[src/rtl/mem_sram_pkg.sv]
// Shared definitions for the MEM-stage SRAM access sequencer.
//   state_e          : sequencer states (IDLE, LOW, HIGH, DONE)
//   HALF_LO/HALF_HI  : SRAM address LSB selecting the low/high half-word
//   DEF_*            : default parameter values for mem_sram_ctrl
package mem_sram_pkg;

  typedef enum logic [1:0] {
    ST_IDLE = 2'd0,
    ST_LOW  = 2'd1,
    ST_HIGH = 2'd2,
    ST_DONE = 2'd3
  } state_e;

  localparam logic HALF_LO = 1'b0;
  localparam logic HALF_HI = 1'b1;

  localparam int unsigned DEF_WAIT_CYCLES = 1;
  localparam int unsigned DEF_ADDR_BASE   = 1024;
  localparam int unsigned DEF_SRAM_AW     = 18;

endpackage

[src/rtl/sram_phase_counter.sv]
// Phase timer for one half-word SRAM access.
//   clk, reset : clock, asynchronous active-high reset
//   clr_i      : clear to 0 (asserted on the cycle a phase is entered)
//   en_i       : count while a phase is active
//   last_o     : high on the final phase cycle (count == WAIT_CYCLES)
module sram_phase_counter #(
  parameter int unsigned WAIT_CYCLES = 1
) (
  input  logic clk,
  input  logic reset,
  input  logic clr_i,
  input  logic en_i,
  output logic last_o
);

  localparam int unsigned CW = $clog2(WAIT_CYCLES + 1);

  logic [CW-1:0] cnt_q, cnt_d;

  assign last_o = (cnt_q == CW'(WAIT_CYCLES));

  always_comb begin
    cnt_d = cnt_q;
    if (clr_i)
      cnt_d = '0;
    else if (en_i && !last_o)
      cnt_d = cnt_q + 1'b1;
  end

  always_ff @(posedge clk or posedge reset) begin
    if (reset) cnt_q <= '0;
    else       cnt_q <= cnt_d;
  end

endmodule

[src/rtl/mem_sram_ctrl.sv]
// MEM-stage data-memory sequencer: one 32-bit load/store becomes two 16-bit
// accesses (low half, then high half) on an external asynchronous SRAM.
// ready low freezes the pipeline while an access is in flight.
//   clk, reset          : clock, asynchronous active-high reset
//   wr_en, rd_en        : store / load request (store wins if both)
//   address, write_data : byte address and store data
//   read_data           : load result, held until the next load completes
//   ready               : low = freeze pipeline
//   addr_err            : out-of-range flag (DONE only, check build)
//   sram_addr, sram_dq_out, sram_dq_oe, sram_dq_in, sram_we_n : SRAM pins
// Optional macro SRAM_CTRL_ADDR_CHECK_EN: out-of-range addresses skip the
// SRAM and complete immediately with addr_err; otherwise addresses wrap.
module mem_sram_ctrl
  import mem_sram_pkg::*;
#(
  parameter int unsigned WAIT_CYCLES = DEF_WAIT_CYCLES,
  parameter int unsigned ADDR_BASE   = DEF_ADDR_BASE,
  parameter int unsigned SRAM_AW     = DEF_SRAM_AW
) (
  input  logic               clk,
  input  logic               reset,
  input  logic               wr_en,
  input  logic               rd_en,
  input  logic [31:0]        address,
  input  logic [31:0]        write_data,
  output logic [31:0]        read_data,
  output logic               ready,
  output logic               addr_err,
  output logic [SRAM_AW-1:0] sram_addr,
  output logic [15:0]        sram_dq_out,
  output logic               sram_dq_oe,
  input  logic [15:0]        sram_dq_in,
  output logic               sram_we_n
);

  localparam int unsigned WW = SRAM_AW - 1;

  state_e        state_q, state_d;
  logic [WW-1:0] word_q, word_d;
  logic [31:0]   wdata_q, wdata_d;
  logic [31:0]   rdata_q, rdata_d;
  logic          is_wr_q, is_wr_d;

  logic          req, in_phase, phase_clr, phase_last;
  logic [31:0]   offset;
  logic [WW-1:0] word_in;

  assign req      = wr_en | rd_en;
  assign offset   = address - ADDR_BASE;
  assign word_in  = offset[SRAM_AW:2];
  assign in_phase = (state_q == ST_LOW) || (state_q == ST_HIGH);
  // The counter restarts on every state change, i.e. on entry to LOW and HIGH.
  assign phase_clr = (state_d != state_q);

`ifdef SRAM_CTRL_ADDR_CHECK_EN
  logic       err_q, err_d, out_of_range;
  logic [1:0] unused_offset;
  assign out_of_range  = (address < ADDR_BASE) || (|offset[31:SRAM_AW+1]);
  assign unused_offset = offset[1:0];
  assign addr_err      = err_q && (state_q == ST_DONE);
`else
  logic [32-SRAM_AW:0] unused_offset;
  assign unused_offset = {offset[31:SRAM_AW+1], offset[1:0]};
  assign addr_err      = 1'b0;
`endif

  sram_phase_counter #(.WAIT_CYCLES(WAIT_CYCLES)) u_phase (
    .clk    (clk),
    .reset  (reset),
    .clr_i  (phase_clr),
    .en_i   (in_phase),
    .last_o (phase_last)
  );

  always_comb begin
    state_d = state_q;
    word_d  = word_q;
    wdata_d = wdata_q;
    rdata_d = rdata_q;
    is_wr_d = is_wr_q;
`ifdef SRAM_CTRL_ADDR_CHECK_EN
    err_d   = err_q;
`endif
    unique case (state_q)
      ST_IDLE: if (req) begin
        word_d  = word_in;
        wdata_d = write_data;
        is_wr_d = wr_en;
        state_d = ST_LOW;
`ifdef SRAM_CTRL_ADDR_CHECK_EN
        err_d = out_of_range;
        if (out_of_range) begin
          state_d = ST_DONE;
          if (!wr_en) rdata_d = '0;
        end
`endif
      end
      ST_LOW: if (phase_last) begin
        if (!is_wr_q) rdata_d[15:0] = sram_dq_in;
        state_d = ST_HIGH;
      end
      ST_HIGH: if (phase_last) begin
        if (!is_wr_q) rdata_d[31:16] = sram_dq_in;
        state_d = ST_DONE;
      end
      ST_DONE: begin
        // The request still visible here is the one just completed.
        state_d = ST_IDLE;
`ifdef SRAM_CTRL_ADDR_CHECK_EN
        err_d = 1'b0;
`endif
      end
      default: state_d = ST_IDLE;
    endcase
  end

  always_ff @(posedge clk or posedge reset) begin
    if (reset) begin
      state_q <= ST_IDLE;
      word_q  <= '0;
      wdata_q <= '0;
      rdata_q <= '0;
      is_wr_q <= 1'b0;
`ifdef SRAM_CTRL_ADDR_CHECK_EN
      err_q   <= 1'b0;
`endif
    end else begin
      state_q <= state_d;
      word_q  <= word_d;
      wdata_q <= wdata_d;
      rdata_q <= rdata_d;
      is_wr_q <= is_wr_d;
`ifdef SRAM_CTRL_ADDR_CHECK_EN
      err_q   <= err_d;
`endif
    end
  end

  // Pin drive: write strobe on all but the last phase cycle, which holds
  // address and data stable after we_n rises.
  always_comb begin
    sram_addr   = '0;
    sram_dq_out = '0;
    sram_dq_oe  = 1'b0;
    sram_we_n   = 1'b1;
    if (in_phase) begin
      sram_addr = {word_q, (state_q == ST_HIGH) ? HALF_HI : HALF_LO};
      if (is_wr_q) begin
        sram_dq_oe  = 1'b1;
        sram_dq_out = (state_q == ST_HIGH) ? wdata_q[31:16] : wdata_q[15:0];
        sram_we_n   = phase_last;
      end
    end
  end

  always_comb begin
    ready = 1'b1;
    unique case (state_q)
      ST_IDLE: ready = ~req;
      ST_LOW,
      ST_HIGH: ready = 1'b0;
      ST_DONE: ready = 1'b1;
      default: ready = 1'b1;
    endcase
  end

  assign read_data = rdata_q;

endmodule

[config.mk]
export PLATFORM = sky130hd
export DESIGN_NAME = mem_sram_ctrl
export DESIGN_NICKNAME = d
export VERILOG_FILES = /design/src/rtl/mem_sram_pkg.sv /design/src/rtl/sram_phase_counter.sv /design/src/rtl/mem_sram_ctrl.sv
export SDC_FILE = /design/constraint.sdc
export NUM_CORES = 1
export LEC_CHECK = 0
export ABC_AREA = 1
export ABC_CLOCK_PERIOD_IN_PS = 2750
export CAP_MARGIN = 10
export CORE_UTILIZATION = 40
export CTS_CLUSTER_SIZE = 25
export DETAILED_ROUTE_END_ITERATION = 8
export PLACE_DENSITY = 0.83
export SYNTH_ARGS = -nofsm -noshare
export SYNTH_HDL_FRONTEND = slang
export SYNTH_HIERARCHICAL = 1
export SYNTH_SLANG_ARGS = --single-unit
export TNS_END_PERCENT = 5
[constraint.sdc]
create_clock -name clk -period 2.75 [get_ports clk]
set_clock_uncertainty 0.05 [all_clocks]
set_input_delay 0.55 -clock clk [delete_from_list [all_inputs] [get_ports clk]]
set_output_delay 0.55 -clock clk [all_outputs]
set_load 0.02 [all_outputs]
==> results of run 1 <==
[timing repair]
item                       in CTS  in global routing
resized for setup              35                 25
hold buffers                    0                  0
setup endpoints to repair      34                 16
[critical path, stage by stage (launching register included)]
cell and delay, ns:
dfrtp_1 0.41, inv_1 0.15, ha_1 0.35, nand2_1 0.08, buf_4 0.19, nor3_1 0.21
clkdlybuf4s15_1 0.34
[path summary, 6_finish.rpt]
path	endpoint	slack (ns)	depth (start not counted)	start
setup / recovery	sram_dq_out[13]	0.07	6	state_q[0]
hold / removal	u_phase/last_o	0.38	2	reset
setup reg to reg	word_q[11]	0.58	7	state_q[0]
hold reg to reg	wdata_q[21]	0.43	2	wdata_q[21]
max in group asynchronous	read_data[14]	1.74	3	reset
min in group clk	wdata_q[21]	0.43	2	wdata_q[21]
[routing by layer]
layer,vias up,GRT usage
met5,-,0
met4,0,0.0747
met1,1685,0.246
li1,1780,-
met2,122,0.360
met3,8,0.0804
[power groups by stage]
stage	Sequential, uW	Clock, uW	Combinational, uW
final	2200	825	3320
after global routing	2270	904	3690
after CTS	2200	857	3350
after global placement	2180	0	3420
after floorplan	2430	0	1800
after detailed placement	2210	0	3510
[stage by stage]
| stage | setup WS, ns | utilization | total power [uW] |
|---|---|---|---|
| global placement | 0.198 | 0.580 | 5600 |
| detailed placement | 0.152 | 0.580 | 5720 |
| global route | -0.00764 | 0.595 | 6860 |
| CTS | 0.0209 | 0.595 | 6410 |
| finish | 0.0696 | 0.595 | 6340 |
| floorplan | 0.351 | - | 4230 |
[flip-flops by register name, indices dropped and copies added, names as in the netlist]
register / cells
word_q: 17
read_data: 32
wdata_q: 32
u_phase/last_o: 1
is_wr_q: 1
state_q: 2
[kinds of logic after synthesis]
kind of cell               count (synthesis)
and+or+nand+nor                          273
DFF                                       85
buffers and inverters                     80
AOI/OAI and AO/OA                         52
adders and majority gates                  7
other                                      1
[synth_stat cells, drive strengths merged]
cell type | number | share of area
a31oi | 1 | 0.0016
clkbuf | 8 | 0.0077
nor2 | 37 | 0.042
dfrtp | 85 | 0.54
buf | 15 | 0.027
o21ai | 43 | 0.055
conb | 1 | 0.00096
nand2 | 208 | 0.20
inv | 57 | 0.055
a21oi | 7 | 0.0089
nor3 | 12 | 0.015
nand3 | 15 | 0.019
or2 | 1 | 0.0016
ha | 7 | 0.022
o21bai | 1 | 0.0019
[final cells by class]
class	instances	area, um^2
Clock inverter	7	58.8
Multi-Input combinational cell	333	1440
Timing Repair Buffer	149	1440
Clock buffer	9	124
Sequential cell	85	2130
Fill cell	842	3800
Inverter	57	218
Tap cell	129	161
[layout by cell type (no fill, tap or decap), types with 2 or more instances in the layout]
| cell | count |
|---|---|
| buf_12 | 2 |
| dfrtp_1 | 85 |
| nor2_1 | 35 |
| nand3_1 | 15 |
| inv_1 | 55 |
| clkdlybuf4s15_1 | 7 |
| clkdlybuf4s50_1 | 101 |
| dlymetal6s2s_1 | 2 |
| nand2_1 | 208 |
| clkbuf_2 | 5 |
| a21oi_1 | 7 |
| dlygate4sd2_1 | 21 |
| inv_6 | 2 |
| clkinvlp_4 | 2 |
| o21ai_0 | 43 |
| buf_4 | 9 |
| ha_1 | 7 |
| nor3_1 | 12 |
| clkinv_4 | 2 |
| clkbuf_8 | 9 |
==> results by group, run 1 <==
Layout
  • Area grow syn2layout: 42.3%
  • Number of diodes: 0
  • Design area: 5570 um^2
  • Finished Layout Cells: 769
  • NumNets Final: 726
  • Layout cells sized above 1: 0.0594

Global routing
  • Number of global-route vias before repair: 3,674
  • Initial antenna violation count: 0
  • Total Routing Usage GR: 0.212
  • Largest net degree at the start of global routing: 56
  • First-pass GRT wire length: 16,800 um
  • GRT overflow: 0

Pwr
  • Maximum vdd drop: 0.649 mV
  • Switching share of total power: 0.447
  • Flop pwr share: 0.347
  • Clock share of power: 0.130
  • Combinational Power Share: 0.523
  • PwrDens: 1140 nW/um^2
  • Leakage: 0.00299 uW
  • Internal: 3510 uW
  • P_sw: 2830 uW

Placement
  • Placed Instances: 753
  • DP Wirelength: 7300 um
  • Placed inst area: 5430 um^2
  • Port bufs: 137
  • RePlAce Congestion: 0.864

Routing
  • Drt pass-1 iters: 4
  • DRT Wirelength: 10,200 um
  • Met3 WL: 919 um
  • Met2 routed WL: 4870 um
  • DRC viols: 0
  • Overall via count from detail_route: 3,595
  • ANT nets after route: 0
  • Iteration-0 DRC Markers: 133
  • Top routing layer in use: met4
  • Routed met1 length: 4350 um
  • Via density per instance: 4.67
  • Routed wire per std cell: 13.3 um

Clock tree
  • CTS tree: yes
  • Worst-path clk slew: 0.09 ns
  • CTS H-tree depth: 3
  • Clk_lat worst skew: 0.34 ns
  • TritonCTS buffer count: 9
  • Sink Count: 85
  • Post-CTS setup buffers: 0
  • CTS max path bufs: 2
  • Root buf cell: clkbuf_8

Synthesis
  • Synth warn: 6
  • Sequential element share of the synthesized area: 0.543
  • Compound-cell area share of the yosys netlist: 0.0674
  • Mapped cell area: 3920 um^2
  • Yosys cell types: 21
  • Post-synthesis adder-cell area fraction: 0.0224
  • Largest family of logic cells by synthesized area: simple AND/OR/NAND/NOR gates
  • Syn_area_per_cell: 7.86 um^2
  • Simple-Gate Fraction of Synth Area: 0.277
  • Post-synthesis cell count: 498
  • Yosys reg bits: 85
  • Syn Nets: 589
  • Post-Synth XOR/XNOR Area: 0
  • Post-synthesis mux area share: 0

Timing
  • Minimum clock period after layout: 2.68 ns
  • Hold_ws: 0.383 ns
  • Setup_tns: 0 ns
  • Max Transition Viols Final: 0
  • F_max: 373 MHz
  • Relative slew slack: 0.480
  • Final Setup Violations: 0
  • Final hold violations: 0
  • Tightest Pin Transition: 0.779 ns
  • Final worst-path cycle share: 0.975
  • RSZ-0062 raised after global routing: yes

Min path
  • Hold Path Class: input port to asynchronous set/reset pin

Floorplan
  • Die H: 101 um
  • Core Area: 9370 um^2
  • IO Count: 154
  • Initial Utilization: 0.418
  • Area of the die: 10,200 um^2
  • FP Rows: 35
  • Die Wd: 101 um

Critical path
  • Crit path DAT: 2.08 ns
  • Critical Path End Type: primary output
  • CP Launch Type: register
  • Critical path class: register to primary output
  • WP data required: 2.15 ns
  • CP max FO: 13

Status
  • Status: completed

Flow run
  • Max-cap violations: 0
Note: power is estimated with default switching activity, not from simulation.
==> run 2: changes to the inputs <==
Settings changed: MAX_ROUTING_LAYER set to met4.
==> results by group, run 2 (synthesized netlist as in run 1, its figures left out) <==
Status
  • Status: completed (unchanged)

Pwr
  • Internal: 3510 uW (about the same)
  • Leakage: 0.00299 uW (unchanged)
  • Combinational Power Share: 0.523 (about the same)
  • Maximum vdd drop: 0.648 mV (was 0.649 mV)
  • Switching share of total power: 0.447 (about the same)
  • PwrDens: 1140 nW/um^2 (about the same)
  • Flop pwr share: 0.347 (about the same)
  • P_sw: 2840 uW (was 2830 uW)
  • Clock share of power: 0.130 (about the same)

Critical path
  • CP max FO: 13 (unchanged)
  • WP data required: 2.15 ns (about the same)
  • CP max stage delay: 0.41 ns (about the same)
  • Slowest CP cell: dfrtp_1 (unchanged)
  • Critical Path End Type: primary output (unchanged)
  • Crit-path cells: inv_1 -> ha_1 -> nand2_1 -> buf_4 -> nor3_1 -> clkdlybuf4s15_1 (unchanged)
  • Crit path DAT: 2.08 ns (about the same)
  • Worst Setup SP: state_q[0] (unchanged)
  • CP Launch Type: register (unchanged)
  • FF-to-FF Start: state_q[0] (unchanged)
  • Critical path class: register to primary output (unchanged)

Layout
  • Reg area: 2130 um^2 (unchanged)
  • NumNets Final: 726 (unchanged)
  • Number of diodes: 0 (unchanged)
  • Design area: 5570 um^2 (unchanged)
  • Commonest non-fill, non-tap cells in the layout: 208 x nand2_1, 101 x clkdlybuf4s50_1, 85 x dfrtp_1 (unchanged)
  • Layout cells sized above 1: 0.0594 (unchanged)
  • Commonest non-fill, non-tap cell in the layout: nand2_1 (unchanged)
  • Fillers: 842 (unchanged)
  • Area grow syn2layout: 42.3% (unchanged)
  • Core Util, Final: 0.595 (unchanged)
  • Multi-input gate area: 1440 um^2 (unchanged)

Timing
  • Max Transition Viols Final: 0 (unchanged)
  • Setup_tns: 0 ns (unchanged)
  • Tightest Pin Transition: 0.780 ns (was 0.779 ns)
  • Minimum clock period after layout: 2.68 ns (about the same)
  • Hold_ws: 0.386 ns (was 0.383 ns)
  • Final hold violations: 0 (unchanged)
  • Final worst-path cycle share: 0.974 (was 0.975)
  • Relative slew slack: 0.480 (about the same)
  • RSZ-0062 raised after global routing: yes (unchanged)
  • Final Setup Violations: 0 (unchanged)
  • F_max: 373 MHz (about the same)

Clock tree
  • Worst-path clk slew: 0.08 ns (was 0.09 ns)
  • CTS max path bufs: 2 (unchanged)
  • Post-CTS setup buffers: 0 (unchanged)
  • Root buf cell: clkbuf_8 (unchanged)
  • CTS H-tree depth: 3 (unchanged)
  • Sink Count: 85 (unchanged)
  • TritonCTS buffer count: 9 (unchanged)
  • Clk_lat worst skew: 0.34 ns (about the same)
  • CTS tree: yes (unchanged)

Routing
  • Routed wire per std cell: 13.3 um (unchanged)
  • DRT Wirelength: 10,200 um (unchanged)
  • ANT nets after route: 0 (unchanged)
  • Drt pass-1 iters: 4 (unchanged)
  • Overall via count from detail_route: 3,593 (was 3,595)
  • Iteration-0 DRC Markers: 122 (was 133)
  • DRC viols: 0 (unchanged)
  • Via density per instance: 4.67 (about the same)

Floorplan
  • IO Count: 154 (unchanged)
  • Core Area: 9370 um^2 (unchanged)
  • Initial Utilization: 0.418 (unchanged)
  • FP Rows: 35 (unchanged)
  • Die H: 101 um (unchanged)
  • Die Wd: 101 um (unchanged)
  • Area of the die: 10,200 um^2 (unchanged)

Placement
  • Port bufs: 137 (unchanged)
  • RePlAce Congestion: 0.878 (was 0.864)
  • Placed inst area: 5430 um^2 (unchanged)
  • DP Wirelength: 7300 um (unchanged)

Global routing
  • GRT overflow: 0 (unchanged)
  • First-pass GRT wire length: 16,800 um (unchanged)
  • Number of global-route vias before repair: 3,677 (was 3,674)
  • Total Routing Usage GR: 0.219 (was 0.212)
  • Largest net degree at the start of global routing: 56 (unchanged)
  • Initial antenna violation count: 0 (unchanged)

Min path
  • Hold Path Class: input port to asynchronous set/reset pin (unchanged)

Flow run
  • Max-cap violations: 0 (unchanged)
## run 2: cell counts in the layout (fill, tap and decap cells not counted)
Identical to the previous run, type by type.
## run 2: power by group through the flow
stage          Sequential [uW]  Combinational, uW  Clock [uW]
2_1_floorplan             2430               1800           0
3_3_place_gp              2180               3420           0
3_5_place_dp              2210               3510           0
4_1_cts                   2200               3350         857
5_1_grt                   2270               3690         904
6_report                  2200               3320         824
## run 2: what timing repair did
action                     in CTS  in global routing
hold buffers                    0                  0
resized for setup              35                 25
setup endpoints to repair      34                 16
## run 2: path summary, 6_finish.rpt
check                                  end  slack [ns]  depth (start not counted)
hold / removal              u_phase/last_o        0.39                          2
min in group clk               wdata_q[21]        0.43                          2
max in group asynchronous       state_q[1]        1.74                          3
hold reg to reg                wdata_q[21]        0.43                          2
setup reg to reg                word_q[11]        0.59                          7
setup / recovery           sram_dq_out[13]        0.07                          6
## run 2: area by class of cell
class | instances | share of cell area
multi-input cells | 333 | 0.258
inverters | 57 | 0.0391
flip-flops and latches | 85 | 0.382
clock buffers | 9 | 0.0222
clock inverters | 7 | 0.0106
repair buffers | 149 | 0.259
well taps | 129 | 0.0290
## run 2: through the flow
stage	std cells	power, uW	setup slack, ns
after detailed placement	753	5720	0.152
after floorplan	498	4230	0.351
after global routing	769	6860	-0.00799
final	769	6340	0.0707
after global placement	753	5600	0.198
after CTS	769	6410	0.0209
## run 2: worst max-delay path: cells and delay by family (launching register included)
| kind | cells | cell delay (ns) |
|---|---|---|
| buffers and inverters | 3 | 0.68 |
| adder cells (fa/ha/maj) | 1 | 0.35 |
| flip-flops | 1 | 0.41 |
| AND/OR/NAND/NOR | 2 | 0.29 |
## run 2: layer usage
metal,global-route usage,share of wire,vias to the layer above
met5,-,0,-
met4,0.0747,0.012,0
met3,0.0728,0.087,9
met2,0.360,0.48,130
met1,0.251,0.42,1672
li1,-,-,1782
